==> config.mk <==
export PLATFORM = sky130hd
export DESIGN_NAME = timer_responder
export DESIGN_NICKNAME = d
export VERILOG_FILES = /design/src/rtl/timer_pkg.sv /design/src/rtl/timer_responder.sv
export SDC_FILE = /design/constraint.sdc
export NUM_CORES = 1
export LEC_CHECK = 0
export BUFFER_PORTS_ARGS = -buffer_cell sky130_fd_sc_hd__buf_4
export CORE_MARGIN = 1.5
export CORE_UTILIZATION = 41
export CTS_CLUSTER_DIAMETER = 60
export DETAILED_ROUTE_END_ITERATION = 16
export SLEW_MARGIN = 20
export SYNTH_ARGS = -nofsm -noshare
export SYNTH_HDL_FRONTEND = slang
export SYNTH_SLANG_ARGS = --single-unit
==> constraint.sdc <==
create_clock -name clk -period 2.65 [get_ports clk]
set_input_delay 0.3975 -clock clk [delete_from_list [all_inputs] [get_ports clk]]
set_output_delay 0.3975 -clock clk [all_outputs]
set_load 0.02 [all_outputs]
==> src/rtl/timer_pkg.sv <==
// Shared encodings for the memory-mapped countdown timer: FSM states, register offsets, CTRL fields.
package timer_pkg;

  localparam logic [1:0] ST_IDLE = 2'd0;
  localparam logic [1:0] ST_LOAD = 2'd1;
  localparam logic [1:0] ST_CNT  = 2'd2;
  localparam logic [1:0] ST_INT  = 2'd3;

  localparam logic [1:0] OFF_CTRL   = 2'd0;
  localparam logic [1:0] OFF_PRESET = 2'd1;
  localparam logic [1:0] OFF_COUNT  = 2'd2;

  localparam int CTRL_W       = 4;
  localparam int CTRL_EN      = 0;
  localparam int CTRL_MODE_LO = 1;
  localparam int CTRL_MODE_HI = 2;
  localparam int CTRL_IM      = 3;

  localparam logic [1:0] MODE_ONESHOT = 2'd0;
  localparam logic [1:0] MODE_RELOAD  = 2'd1;

endpackage

==> src/rtl/timer_responder.sv <==
// Countdown timer responder on the core's data-memory port (CTRL/PRESET/COUNT + level irq).
// Latency: writes land at the sampling edge, reads are combinational in the same cycle.
// Backpressure: none, the responder accepts every access in the cycle it is presented.
module timer_responder
  import timer_pkg::*;
#(
  parameter int DATA_W = 32,
  parameter int CNT_W  = 32
) (
  input  logic              clk,
  input  logic              reset,
  input  logic [1:0]        addr,
  input  logic [DATA_W-1:0] wdata,
  input  logic              we,
  input  logic              re,
  output logic [DATA_W-1:0] rdata,
  output logic              irq
);

  logic [1:0]        state;
  logic [CTRL_W-1:0] ctrl;
  logic [CNT_W-1:0]  preset;
  logic [CNT_W-1:0]  count;
  logic              ctrl_wr;
  logic              preset_wr;
  logic              en;
  logic              reload;
  logic              wdata_unused;

  assign ctrl_wr      = we && (addr == OFF_CTRL);
  assign preset_wr    = we && (addr == OFF_PRESET);
  assign en           = ctrl[CTRL_EN];
  assign reload       = (ctrl[CTRL_MODE_HI:CTRL_MODE_LO] == MODE_RELOAD);
  assign wdata_unused = ^wdata;

  always_ff @(posedge clk or negedge reset) begin
    if (!reset) begin
      state  <= ST_IDLE;
      ctrl   <= '0;
      preset <= '0;
      count  <= '0;
    end else begin
      if (preset_wr) preset <= wdata[CNT_W-1:0];
      if (ctrl_wr)   ctrl   <= wdata[CTRL_W-1:0];

      case (state)
        ST_IDLE: begin
          if (en) state <= ST_LOAD;
        end
        ST_LOAD: begin
          if (!en) begin
            state <= ST_IDLE;
          end else begin
            count <= preset;
            state <= ST_CNT;
          end
        end
        ST_CNT: begin
          if (!en) begin
            state <= ST_IDLE;
          end else if (count == '0) begin
            state <= ST_INT;
            // One-shot self-disables, but a CPU write on the same edge takes priority.
            if (!reload && !ctrl_wr) ctrl[CTRL_EN] <= 1'b0;
          end else begin
            count <= count - CNT_W'(1);
          end
        end
        ST_INT: begin
          if (reload) begin
            state <= en ? ST_LOAD : ST_IDLE;
          end else if (ctrl_wr) begin
            state <= ST_IDLE;
          end
        end
        default: state <= ST_IDLE;
      endcase
    end
  end

  assign irq = (state == ST_INT) && ctrl[CTRL_IM];

  always_comb begin
    rdata = '0;
    if (re) begin
      case (addr)
        OFF_CTRL:   rdata[CTRL_W-1:0] = ctrl;
        OFF_PRESET: rdata[CNT_W-1:0]  = preset;
        OFF_COUNT:  rdata[CNT_W-1:0]  = count;
        default:    rdata             = '0;
      endcase
    end
  end

endmodule

==> summary.txt, run 1 <==
Detailed routing
  – Routed vias/inst: 5.676
  – Routed WL per cell: 16.00 um
  – Number of search-and-repair iterations in the first detailed-routing pass: 5
  – Drc violations: 0
  – Final Routed Wirelength: 10180 um
  – Vias post-DR: 3610
  – DRC violation total after the first TritonRoute iteration: 158
  – ANT nets after route: 0

Die
  – Chip Height: 101.6 um
  – Initial cell density of the core: 42.70%
  – Die Area: 10310 sq um
  – Area of the core: 9328 sq um
  – Width of the die: 101.6 um
  – I/O pin count: 71
  – Std cell rows: 35

Synthesis
  – Number of warnings printed during yosys synthesis: 0
  – Number of distinct library cells after synthesis: 45
  – Synthesized Nets: 471
  – Portion of the post-synthesis area used by sequential elements: 43.98%
  – Synthesized cell area: 3983 sq um
  – Post-Syn Instances: 428
  – Number of enable flip-flop cells after synthesis: 0
  – Average cell area after synthesis: 9.305 sq um
  – Async SR Flop Fraction: 100.0%
  – Main flop type after synthesis: sky130_fd_sc_hd__dfrtp_1
  – Yosys reg bits: 70

Clock network
  – TritonCTS clock tree: built
  – Cts hold-fix bufs: 0
  – Maximum clock path buffer count: 2
  – Number of instances resized during post-cts repair: 0
  – Clk pin slew, worst setup/hold paths: 0.07 ns
  – Latest clock arrival within the worst-skew pair: 0.35 ns
  – Clock Sink Count: 70
  – Deepest level of the CTS H-tree: 3
  – Cell chosen for the clock root: sky130_fd_sc_hd__clkbuf_8
  – Post CTS Setup Buffer Count: 0
  – Number of clock buffers inserted by TritonCTS: 9

Power
  – PwrDens: 787.0 nW/um^2
  – Static Leakage: 2.063 nW
  – Worst-case vdd ir drop: 290.6 uV

Critical path
  – Worst endpoint required time: 2.89 ns
  – Start point of the critical path: count[16]
  – Reg-to-reg endpoint: count[24]
  – Termination of the worst setup path: count[24]
  – Data arrival time of the critical path: 2.78 ns
  – Nature of the critical path endpoint: register
  – Crit Path Class: register to register
  – Category of the worst setup path launch point: register
  – Critical-path maximum fanout: 13
  – Register-to-register setup slack: 0.12 ns
  – RR Startpoint: count[16]
  – Worst R2R Path Depth: 7

STA
  – Slew @ Worst Pin: 0.9145 ns
  – Worst Hold Slack: 0.1736 ns
  – Worst rel slew slack: 39.03%
  – Worst setup margin: 0.1181 ns
  – Hold Vio Cnt, Final: 0
  – Worst Clk Skew: 0.008675 ns
  – Setup total negative slack: 0 ns
  – Period utilisation layout: 95.54%
  – Count of pins over their slew limit: 0
  – Unrepaired setup endpoints after global routing: no
  – Maximum clock frequency: 395.0 MHz
  – Min Tclk post-route: 2.532 ns
  – Final Setup Violations: 0

Placement
  – Post-DP HPWL: 7250 um
  – Count of input and output buffers: 70
  – Final weighted congestion in routability-driven placement: 0.8183
  – Placement-stage worst setup slack: 0.1266 ns

Finish
  – Area Growth Syn to Fin: 22.31%
  – Layout cell share with drive strength beyond 1: 30.18%
  – Number of nets in the layout: 547
  – Area used by sequential logic in the layout: 1752 sq um
  – Filler cell count: 895
  – Area of combinational cells with multiple inputs: 2052 sq um
  – Antenna diode count: 0

Global route
  – Number of global-route vias before repair: 3532
  – Overflow left after global routing: 0
  – Aggregate global-route resource usage: 20.73%
  – Wire length of the first global-routing pass: 16880 um
  – Largest net degree at the start of global routing: 71
  – Initial antenna violation count: 0

Run
  – Max-cap violations: 0

Worst hold path
  – Min-Delay Path Class: input pin to asynchronous set/reset pin

Outcome
  – Result of the run: finished, final reports clean
## flip-flops by register name, indices dropped and copies added (netlist names)
register and count:
count 32, ctrl 4, preset 32, state 2
## metrics by stage
step                      power, mW  area, sq um  utilization, %  std cells
after floorplan               2.671         3983               -        428
after global placement        3.063         4716           50.56        622
after detailed placement      3.116         4716           50.56        622
after CTS                     3.862         4871           52.22        636
after global routing          4.121         4871           52.22        636
final                         3.833         4871           52.22        636
## cells in the mapped netlist (all sizes together) (5+ instances only)
| library cell | instances | area, sq um |
|---|---|---|
| dfrtp | 70 | 1752 |
| nor2 | 62 | 232.7 |
| o21ai | 37 | 185.2 |
| a22oi | 36 | 270.3 |
| mux2 | 35 | 394.1 |
| a21oi | 33 | 165.2 |
| nand2 | 23 | 86.33 |
| clkbuf | 21 | 78.83 |
| nor3 | 14 | 70.07 |
| buf | 10 | 76.31 |
| inv | 8 | 30.03 |
| nand3 | 7 | 35.03 |
| nor4 | 6 | 67.56 |
| o2bb2ai | 6 | 52.55 |
| a31oi | 5 | 31.28 |
| ha | 5 | 62.56 |
| o22ai | 5 | 37.53 |
| or3 | 5 | 36.28 |
## critical path, stage by stage (launching register included)
cell                      delay (ns)
sky130_fd_sc_hd__dfrtp_1        0.41
sky130_fd_sc_hd__or4_4          0.59
sky130_fd_sc_hd__or3_4          0.40
sky130_fd_sc_hd__nor4_4         0.32
sky130_fd_sc_hd__a21o_1         0.24
sky130_fd_sc_hd__buf_4          0.21
sky130_fd_sc_hd__a21oi_1        0.06
sky130_fd_sc_hd__o22a_1         0.21
## cell usage in the layout, fill, tap and decap left out, types with 6 or more instances in the layout
cell / synthesis / routed
sky130_fd_sc_hd__a21oi_1: 33 / 32
sky130_fd_sc_hd__a22oi_1: 36 / 36
sky130_fd_sc_hd__buf_4: 2 / 96
sky130_fd_sc_hd__clkbuf_8: 0 / 10
sky130_fd_sc_hd__dfrtp_1: 70 / 70
sky130_fd_sc_hd__inv_1: 8 / 8
sky130_fd_sc_hd__mux2_2: 35 / 35
sky130_fd_sc_hd__nand2_1: 23 / 23
sky130_fd_sc_hd__nand3_1: 7 / 7
sky130_fd_sc_hd__nor2_1: 62 / 62
sky130_fd_sc_hd__nor3_1: 14 / 14
sky130_fd_sc_hd__o21ai_0: 34 / 34
sky130_fd_sc_hd__o2bb2ai_1: 6 / 6
## report_power, final
group / leakage, nW / total (mW) / switching [mW] / internal (mW)
Clock: 0.0821 / 0.739 / 0.386 / 0.353
Sequential: 0.832 / 1.81 / 0.396 / 1.41
Combinational: 1.15 / 1.28 / 0.673 / 0.611
## area by class of cell
cell class | instances | area share (%)
Clock buffer | 12 | 2.980
Multi-Input combinational cell | 319 | 42.13
Sequential cell | 70 | 35.96
Timing Repair Buffer | 96 | 14.80
Inverter | 8 | 0.6165
Tap cell | 129 | 3.314
Clock inverter | 2 | 0.2055
## cells by family after synthesis
family	after synthesis	share of synthesized area, %
flip-flops	70	43.98
buffers and inverters	39	4.650
multiplexers	35	9.896
AND/OR/NAND/NOR	136	16.52
adder cells (fa/ha/maj)	5	1.571
AO/OA/AOI/OAI	143	23.37
## layer usage
| metal | vias to the layer above | global-route usage [%] | routed length, um |
|---|---|---|---|
| met5 | - | 0 | 0 |
| li1 | 1735 | - | - |
| met4 | 0 | 8.013 | 182 |
| met1 | 1757 | 28.35 | 4575 |
| met3 | 15 | 3.520 | 548 |
| met2 | 103 | 32.92 | 4873 |
## how the worst min path moves through the flow
stage	from	end	slack [ns]	cells past startpoint
finish	reset	preset[8]	0.17	1
floorplan	reset	count[0]	0.10	0
global placement	preset[29]	preset[29]	0.52	1
CTS	reset	preset[8]	0.23	1
detailed placement	preset[25]	preset[25]	0.53	1
global route	reset	preset[8]	0.26	1
Power figures use the tool's default switching activity.
==> run 2: changes to the inputs <==
--- a/config.mk
+++ b/config.mk
@@ -5,6 +5,7 @@
 export SDC_FILE = /design/constraint.sdc
 export NUM_CORES = 1
 export LEC_CHECK = 0
+export ABC_AREA = 1
 export BUFFER_PORTS_ARGS = -buffer_cell sky130_fd_sc_hd__buf_4
 export CORE_MARGIN = 1.5
 export CORE_UTILIZATION = 41
==> run 2 against run 1 <==
Critical path type unchanged. Register-to-register slack improved by 0.48 ns. Critical path depth is 3 higher. Final cell count increased by 37%. Via count grew 22%. Critical endpoint is now count[1]. Setup slack gained 0.48 ns. Synthesized cell count increased by 55%. Largest cell class unchanged.
==> summary.txt, run 2 <==
Finish
  – Antenna diode count: 0 (unchanged)
  – Most common cell after layout, fill and taps aside: sky130_fd_sc_hd__nand2_1 (was sky130_fd_sc_hd__buf_4)
  – Most frequent cells in the layout: 256 x sky130_fd_sc_hd__nand2_1, 78 x sky130_fd_sc_hd__buf_4, 70 x sky130_fd_sc_hd__dfrtp_1, 69 x sky130_fd_sc_hd__nor2_1, 54 x sky130_fd_sc_hd__inv_1 (was 96 x sky130_fd_sc_hd__buf_4, 70 x sky130_fd_sc_hd__dfrtp_1, 62 x sky130_fd_sc_hd__nor2_1, 36 x sky130_fd_sc_hd__a22oi_1, 35 x sky130_fd_sc_hd__mux2_2)
  – Area Growth Syn to Fin: 19.48% (was 22.31%)
  – Number of nets in the layout: 770 (was 547)
  – Layout cell share with drive strength beyond 1: 22.30% (was 30.18%)
  – Largest registers: count: 32 flops, preset: 32 flops, ctrl: 4 flops (unchanged)

Clock network
  – Maximum clock path buffer count: 2 (unchanged)
  – Clk pin slew, worst setup/hold paths: 0.06 ns (was 0.07 ns)
  – Cts hold-fix bufs: 0 (unchanged)
  – Clock Sink Count: 70 (unchanged)
  – Number of instances resized during post-cts repair: 0 (unchanged)
  – Cell chosen for the clock root: sky130_fd_sc_hd__clkbuf_16 (was sky130_fd_sc_hd__clkbuf_8)
  – Deepest level of the CTS H-tree: 3 (unchanged)
  – Latest clock arrival within the worst-skew pair: 0.34 ns (was 0.35 ns)
  – TritonCTS clock tree: built (unchanged)
  – Number of clock buffers inserted by TritonCTS: 9 (unchanged)
  – Post CTS Setup Buffer Count: 0 (unchanged)

STA
  – Maximum clock frequency: 486.6 MHz (was 395.0 MHz)
  – Worst Hold Slack: 0.1825 ns (was 0.1736 ns)
  – Worst Clk Skew: 0.008554 ns (was 0.008675 ns)
  – Count of pins over their slew limit: 0 (unchanged)
  – Setup total negative slack: 0 ns (unchanged)
  – Hold Vio Cnt, Final: 0 (unchanged)
  – Unrepaired setup endpoints after global routing: no (unchanged)
  – Min Tclk post-route: 2.055 ns (was 2.532 ns)
  – Worst rel slew slack: 37.64% (was 39.03%)
  – Period utilisation layout: 77.56% (was 95.54%)
  – Final Setup Violations: 0 (unchanged)
  – Slew @ Worst Pin: 0.9354 ns (was 0.9145 ns)

Detailed routing
  – ANT nets after route: 0 (unchanged)
  – Routed vias/inst: 5.060 (was 5.676)
  – Routed WL per cell: 14.50 um (was 16.00 um)
  – DRC violation total after the first TritonRoute iteration: 222 (was 158)
  – Vias post-DR: 4407 (was 3610)
  – Number of search-and-repair iterations in the first detailed-routing pass: 5 (unchanged)
  – Final Routed Wirelength: 12630 um (was 10180 um)
  – Drc violations: 0 (unchanged)

Critical path
  – Critical-path maximum fanout: 43 (was 13)
  – Nature of the critical path endpoint: register (unchanged)
  – Category of the worst setup path launch point: register (unchanged)
  – Crit Path Class: register to register (unchanged)
  – Worst R2R Path Depth: 10 (was 7)
  – Worst endpoint required time: 2.86 ns (was 2.89 ns)
  – Data arrival time of the critical path: 2.27 ns (was 2.78 ns)

Placement
  – Post-DP HPWL: 9069 um (was 7250 um)
  – Final weighted congestion in routability-driven placement: 0.8829 (was 0.8183)
  – Count of input and output buffers: 70 (unchanged)

Synthesis
  – Largest area contributor in the synthesized netlist: sky130_fd_sc_hd__dfrtp_1 (unchanged)
  – Synthesized Nets: 706 (was 471)
  – Parity-gate share of the synthesized area counting xor and xnor cells: 0.7491% (was 0%)
  – Post-Syn Instances: 663 (was 428)
  – Most common cell in the netlist: sky130_fd_sc_hd__nand2_1 (was sky130_fd_sc_hd__dfrtp_1)
  – Multiplexer fraction of the synthesized cell area: 6.260% (was 9.896%)
  – Main combinational cell family by area after synthesis: simple AND/OR/NAND/NOR gates (was compound AO/OA/AOI/OAI gates)
  – Top post-synthesis cells by area: sky130_fd_sc_hd__dfrtp_1 37%, sky130_fd_sc_hd__nand2_1 21%, sky130_fd_sc_hd__mux2_2 6.3%, sky130_fd_sc_hd__nor2_1 5.5%, sky130_fd_sc_hd__inv_1 4.3% (was sky130_fd_sc_hd__dfrtp_1 44%, sky130_fd_sc_hd__mux2_2 9.9%, sky130_fd_sc_hd__a22oi_1 6.8%, sky130_fd_sc_hd__nor2_1 5.8%, sky130_fd_sc_hd__o21ai_0 4.3%)
  – Post-Synth Simple-Gate Area: 35.10% (was 16.53%)
  – Number of distinct library cells after synthesis: 32 (was 45)
  – Proportion of netlist area held by the largest area contributor: 37.45% (was 43.98%)
  – Main flop type after synthesis: sky130_fd_sc_hd__dfrtp_1 (unchanged)
  – Number of warnings printed during yosys synthesis: 0 (unchanged)
  – Async SR Flop Fraction: 100.0% (unchanged)
  – Yosys reg bits: 70 (unchanged)
  – Post-Synth Adder-Cell Area: 1.338% (was 1.571%)
  – Average cell area after synthesis: 7.054 sq um (was 9.305 sq um)
  – Portion of the post-synthesis area used by sequential elements: 37.45% (was 43.98%)
  – Commonest cells in the synthesized netlist: 256 x sky130_fd_sc_hd__nand2_1, 70 x sky130_fd_sc_hd__dfrtp_1, 69 x sky130_fd_sc_hd__nor2_1 (was 70 x sky130_fd_sc_hd__dfrtp_1, 62 x sky130_fd_sc_hd__nor2_1, 36 x sky130_fd_sc_hd__a22oi_1)
  – Synthesized cell area: 4677 sq um (was 3983 sq um)
  – Number of enable flip-flop cells after synthesis: 0 (unchanged)
  – Compound-gate portion of the synthesized area: 11.18% (was 23.37%)

Die
  – Die Area: 12060 sq um (was 10310 sq um)
  – Chip Height: 109.8 um (was 101.6 um)
  – I/O pin count: 71 (unchanged)
  – Std cell rows: 38 (was 35)
  – Width of the die: 109.8 um (was 101.6 um)
  – Area of the core: 10980 sq um (was 9328 sq um)
  – Initial cell density of the core: 42.58% (was 42.70%)

Global route
  – Wire length of the first global-routing pass: 21050 um (was 16880 um)
  – Largest net degree at the start of global routing: 71 (unchanged)
  – Overflow left after global routing: 0 (unchanged)
  – Aggregate global-route resource usage: 22.87% (was 20.73%)
  – Number of global-route vias before repair: 4217 (was 3532)
  – Initial antenna violation count: 0 (unchanged)

Run
  – Max-cap violations: 0 (unchanged)

Power
  – Static Leakage: 2.786 nW (was 2.063 nW)
  – Worst-case vdd ir drop: 609.6 uV (was 290.6 uV)
  – PwrDens: 1026 nW/um^2 (was 787.0 nW/um^2)

Outcome
  – Result of the run: finished, final reports clean (unchanged)

Worst hold path
  – Min-Delay Path Class: input pin to asynchronous set/reset pin (unchanged)
-- run 2: path summary, 6_finish.rpt --
check	slack, ns	end	start
worst max-delay path	0.59	count[1]	count[0]
worst min register to register	0.52	ctrl[2]	ctrl[2]
worst min-delay path	0.18	preset[7]	reset
worst max register to register	0.59	count[1]	count[0]
max in group asynchronous	1.83	count[14]	reset
min in group clk	0.28	preset[19]	wdata[19]
-- run 2: worst max-delay path, cell delays in order (launching register included) --
cell and delay, ns:
sky130_fd_sc_hd__dfrtp_1 0.37, sky130_fd_sc_hd__inv_1 0.13, sky130_fd_sc_hd__ha_1 0.24, sky130_fd_sc_hd__nand2_1 0.14, sky130_fd_sc_hd__nor2_4 0.19, sky130_fd_sc_hd__nand3_4 0.12
sky130_fd_sc_hd__nor2_8 0.15, sky130_fd_sc_hd__a21oi_4 0.06, sky130_fd_sc_hd__buf_4 0.31, sky130_fd_sc_hd__nand2_1 0.14, sky130_fd_sc_hd__o21ai_2 0.06
-- run 2: cell type report --
| cell class | count | area (sq um) |
|---|---|---|
| multi-input cells | 511 | 2555 |
| repair buffers | 78 | 585.6 |
| well taps | 140 | 175.2 |
| flip-flops and latches | 70 | 1752 |
| clock inverters | 5 | 75.07 |
| inverters | 57 | 216.5 |
| clock buffers | 10 | 229.0 |
| fillers | 1103 | 5395 |
-- run 2: logic make-up (layout without fill, tap and decap cells) --
family,count (synthesis),in the layout
mux,26,26
simple gates,393,393
buf+inv,82,150
fa+ha+maj,5,5
xor+xnor,4,4
compound gates,83,83
flops,70,70
-- run 2: stage by stage --
| stage | total power [mW] | setup slack, ns | area, sq um | utilization, % | cells |
|---|---|---|---|---|---|
| 6_report | 5.730 | 0.5948 | 5588 | 50.88 | 871 |
| 5_1_grt | 6.210 | 0.4272 | 5588 | 50.88 | 871 |
| 4_1_cts | 5.770 | 0.5918 | 5588 | 50.88 | 871 |
| 3_5_place_dp | 4.473 | 0.6027 | 5284 | 48.11 | 856 |
| 3_3_place_gp | 4.411 | 0.6887 | 5284 | 48.11 | 856 |
| 2_1_floorplan | 3.891 | 0.6566 | 4677 | - | 663 |
-- run 2: per-layer routing --
metal / global-route usage, % / up-vias / wire [um]
met1: 32.34 / 2053 / 6257
met4: 7.978 / 0 / 206
li1: - / 2229 / -
met2: 35.36 / 110 / 5615
met5: 0 / - / 0
met3: 3.557 / 15 / 551
-- run 2: report_power, final --
group | internal (mW) | switching (mW) | leakage [nW]
sequential | 1.42 | 0.433 | 0.852
combinational | 0.892 | 1.72 | 1.78
clock | 0.813 | 0.454 | 0.152
total | 3.12 | 2.61 | 2.79
==> run 3: changes to the inputs <==
==> constraint.sdc (replaced) <==
create_clock -name clk -period 1.79 [get_ports clk]
set_input_delay 0.2685 -clock clk [delete_from_list [all_inputs] [get_ports clk]]
set_output_delay 0.2685 -clock clk [all_outputs]
set_load 0.02 [all_outputs]
==> run 3 against run 2 <==
Cell area up 8.9%. Via count grew 2.4%. Setup slack got worse by 0.51 ns. Register-to-register slack worse by 0.51 ns. Combinational power rose by 93%. Hold slack got worse by 0.027 ns. Clock-buffer cell count rose by 5. Clock skew fell by 0.0059 ns. Critical path depth decreased by 1. Utilization increased by 4.5 points. Global-route usage is 0.79 points higher. Critical endpoint is now count[23].
==> summary.txt, run 3 (synthesized netlist as in run 2, its figures left out) <==
STA
  – Hold Vio Cnt, Final: 0 (unchanged)
  – Final Setup Violations: 0 (unchanged)
  – Period utilisation layout: 95.12% (was 77.56%)
  – Worst Clk Skew: 0.002683 ns (was 0.008554 ns)
  – Maximum clock frequency: 587.3 MHz (was 486.6 MHz)
  – Slew @ Worst Pin: 0.3838 ns (was 0.9354 ns)
  – Count of pins over their slew limit: 0 (unchanged)
  – Worst rel slew slack: 74.41% (was 37.64%)
  – Min Tclk post-route: 1.703 ns (was 2.055 ns)

Detailed routing
  – ANT nets after route: 0 (unchanged)
  – DRC violation total after the first TritonRoute iteration: 197 (was 222)
  – Number of search-and-repair iterations in the first detailed-routing pass: 5 (unchanged)
  – Final Routed Wirelength: 13100 um (was 12630 um)
  – Routed vias/inst: 4.920 (was 5.060)
  – Routed WL per cell: 14.29 um (was 14.50 um)
  – Drc violations: 0 (unchanged)
  – Vias post-DR: 4512 (was 4407)

Clock network
  – Clk pin slew, worst setup/hold paths: 0.05 ns (was 0.06 ns)
  – TritonCTS clock tree: built (unchanged)
  – Latest clock arrival within the worst-skew pair: 0.34 ns (about the same)
  – Clock Sink Count: 70 (unchanged)
  – Cell chosen for the clock root: sky130_fd_sc_hd__clkbuf_16 (unchanged)
  – Number of clock buffers inserted by TritonCTS: 9 (unchanged)
  – Deepest level of the CTS H-tree: 3 (unchanged)
  – Maximum clock path buffer count: 2 (unchanged)

Finish
  – Final standard cell area without fillers: 6085 sq um (was 5588 sq um)
  – Antenna diode count: 0 (unchanged)
  – Number of cells in the finished layout apart from fillers: 917 (was 871)
  – Largest registers: count: 32 flops, preset: 32 flops, ctrl: 4 flops (unchanged)
  – Most common cell after layout, fill and taps aside: sky130_fd_sc_hd__nand2_1 (unchanged)
  – Area Growth Syn to Fin: 30.10% (was 19.48%)
  – Number of nets in the layout: 816 (was 770)
  – Filler cell count: 1038 (was 1103)
  – Layout cell share with drive strength beyond 1: 28.83% (was 22.30%)
  – Most frequent cells in the layout: 251 x sky130_fd_sc_hd__nand2_1, 117 x sky130_fd_sc_hd__buf_4, 69 x sky130_fd_sc_hd__dfrtp_1, 60 x sky130_fd_sc_hd__nor2_1, 54 x sky130_fd_sc_hd__inv_1 (was 256 x sky130_fd_sc_hd__nand2_1, 78 x sky130_fd_sc_hd__buf_4, 70 x sky130_fd_sc_hd__dfrtp_1, 69 x sky130_fd_sc_hd__nor2_1, 54 x sky130_fd_sc_hd__inv_1)

Critical path
  – Critical-path maximum fanout: 28 (was 43)
  – Data arrival time of the critical path: 1.93 ns (was 2.27 ns)
  – Worst R2R Path Depth: 9 (was 10)
  – Category of the worst setup path launch point: register (unchanged)
  – Nature of the critical path endpoint: register (unchanged)
  – Crit Path Class: register to register (unchanged)
  – Worst endpoint required time: 2.02 ns (was 2.86 ns)

Global route
  – Met3 global-route usage: 4.327% (was 3.557%)
  – Busiest grt layer: met2 (unchanged)
  – Number of global-route vias before repair: 4297 (was 4217)
  – Aggregate global-route resource usage: 23.66% (was 22.87%)
  – GRT met2 Usage: 36.07% (was 35.36%)
  – Wire length of the first global-routing pass: 21750 um (was 21050 um)
  – Initial antenna violation count: 0 (unchanged)
  – Overflow left after global routing: 0 (unchanged)
  – GRT met1 Usage: 33.85% (was 32.34%)
  – Largest net degree at the start of global routing: 46 (was 71)

Placement
  – Final weighted congestion in routability-driven placement: 0.8953 (was 0.8829)
  – Count of input and output buffers: 70 (unchanged)
  – Post-DP HPWL: 9574 um (was 9069 um)
  – Number of placed instances, taps included: 900 (was 856)
  – Placement-stage cell area: 5689 sq um (was 5284 sq um)

Die
  – Width of the die: 109.8 um (unchanged)
  – Chip Height: 109.8 um (unchanged)
  – Std cell rows: 38 (unchanged)
  – Initial cell density of the core: 42.58% (unchanged)
  – I/O pin count: 71 (unchanged)
  – Die Area: 12060 sq um (unchanged)
  – Area of the core: 10980 sq um (unchanged)

Worst hold path
  – Min-Delay Path Class: input pin to register (was input pin to asynchronous set/reset pin)
  – Hold Path Cell Cnt: 2

Run
  – Max-cap violations: 0 (unchanged)

Power
  – PwrDens: 1532 nW/um^2 (was 1026 nW/um^2)
  – Static Leakage: 3.038 nW (was 2.786 nW)
  – Worst-case vdd ir drop: 884.1 uV (was 609.6 uV)

Outcome
  – Result of the run: finished, final reports clean (unchanged)
run 3: cell count changes in the layout (fill, tap and decap cells not counted), sizes merged:
cell,before,now
buf,78,123
clkinv,3,0
clkbuf,10,15
dlygate4sd3,0,1
bufinv,2,0
run 3: critical path: stages (launching register included):
cell and delay (ns):
sky130_fd_sc_hd__dfrtp_1 0.45, sky130_fd_sc_hd__nor2_2 0.19, sky130_fd_sc_hd__nand2_2 0.09, sky130_fd_sc_hd__nor2_4 0.14
sky130_fd_sc_hd__nand3_4 0.12, sky130_fd_sc_hd__nor2_8 0.19, sky130_fd_sc_hd__a21oi_4 0.09, sky130_fd_sc_hd__buf_12 0.18
sky130_fd_sc_hd__nand2_1 0.09, sky130_fd_sc_hd__nand2_1 0.05
run 3: through the flow:
stage          hold WS, ns  setup WS, ns  setup TNS [ns]  utilization [%]  power, mW
2_1_floorplan     -0.02709       0.05462               0                -      5.760
3_3_place_gp        0.2170     -0.008264       -0.008264            51.80      7.285
3_5_place_dp        0.2244      0.003749               0            51.80      7.372
4_1_cts             0.1491       0.03016               0            54.61      9.183
5_1_grt             0.1469      -0.01920         -0.1257            55.40      10.12
6_report            0.1560       0.08734               0            55.40      9.321
run 3: report_power, final:
| group | leakage [nW] | internal (mW) | switching [mW] |
|---|---|---|---|
| logic | 2.05 | 2.00 | 3.04 |
| clock network | 0.142 | 1.08 | 0.652 |
| registers | 0.850 | 2.10 | 0.443 |
run 3: metal layers:
metal	routed length (um)	part of all wire [%]
met5	0	0
met4	164	1.3
met3	536	4.1
met2	5829	44
met1	6572	50
run 3: final timing paths:
path	endpoint	start	slack, ns
min in group asynchronous	count[10]	reset	0.39
max in group asynchronous	count[11]	reset	0.80
setup reg to reg	count[23]	count[5]	0.09
hold / removal	preset[7]	wdata[7]	0.16
setup / recovery	count[23]	count[5]	0.09
hold reg to reg	ctrl[1]	ctrl[1]	0.52
run 3: cell type report:
class	instances	area, sq um	area share (%)
multi-input combinational	511	2644	43.45
clock buffer	15	287.8	4.730
inverter	57	216.5	3.557
tap	140	175.2	2.879
timing repair buffer	124	1008	16.57
sequential	70	1753	28.81
run 3: repair_timing:
| item | 4_1_cts | 5_1_grt |
|---|---|---|
| setup endpoints to repair | 3 | 36 |
| hold buffers | 1 | 0 |
| gates resized for setup | 2 | 23 |
| pin swaps | 0 | 4 |
| endpoints found under the hold margin | 25 | 0 |
| setup buffers | 0 | 1 |
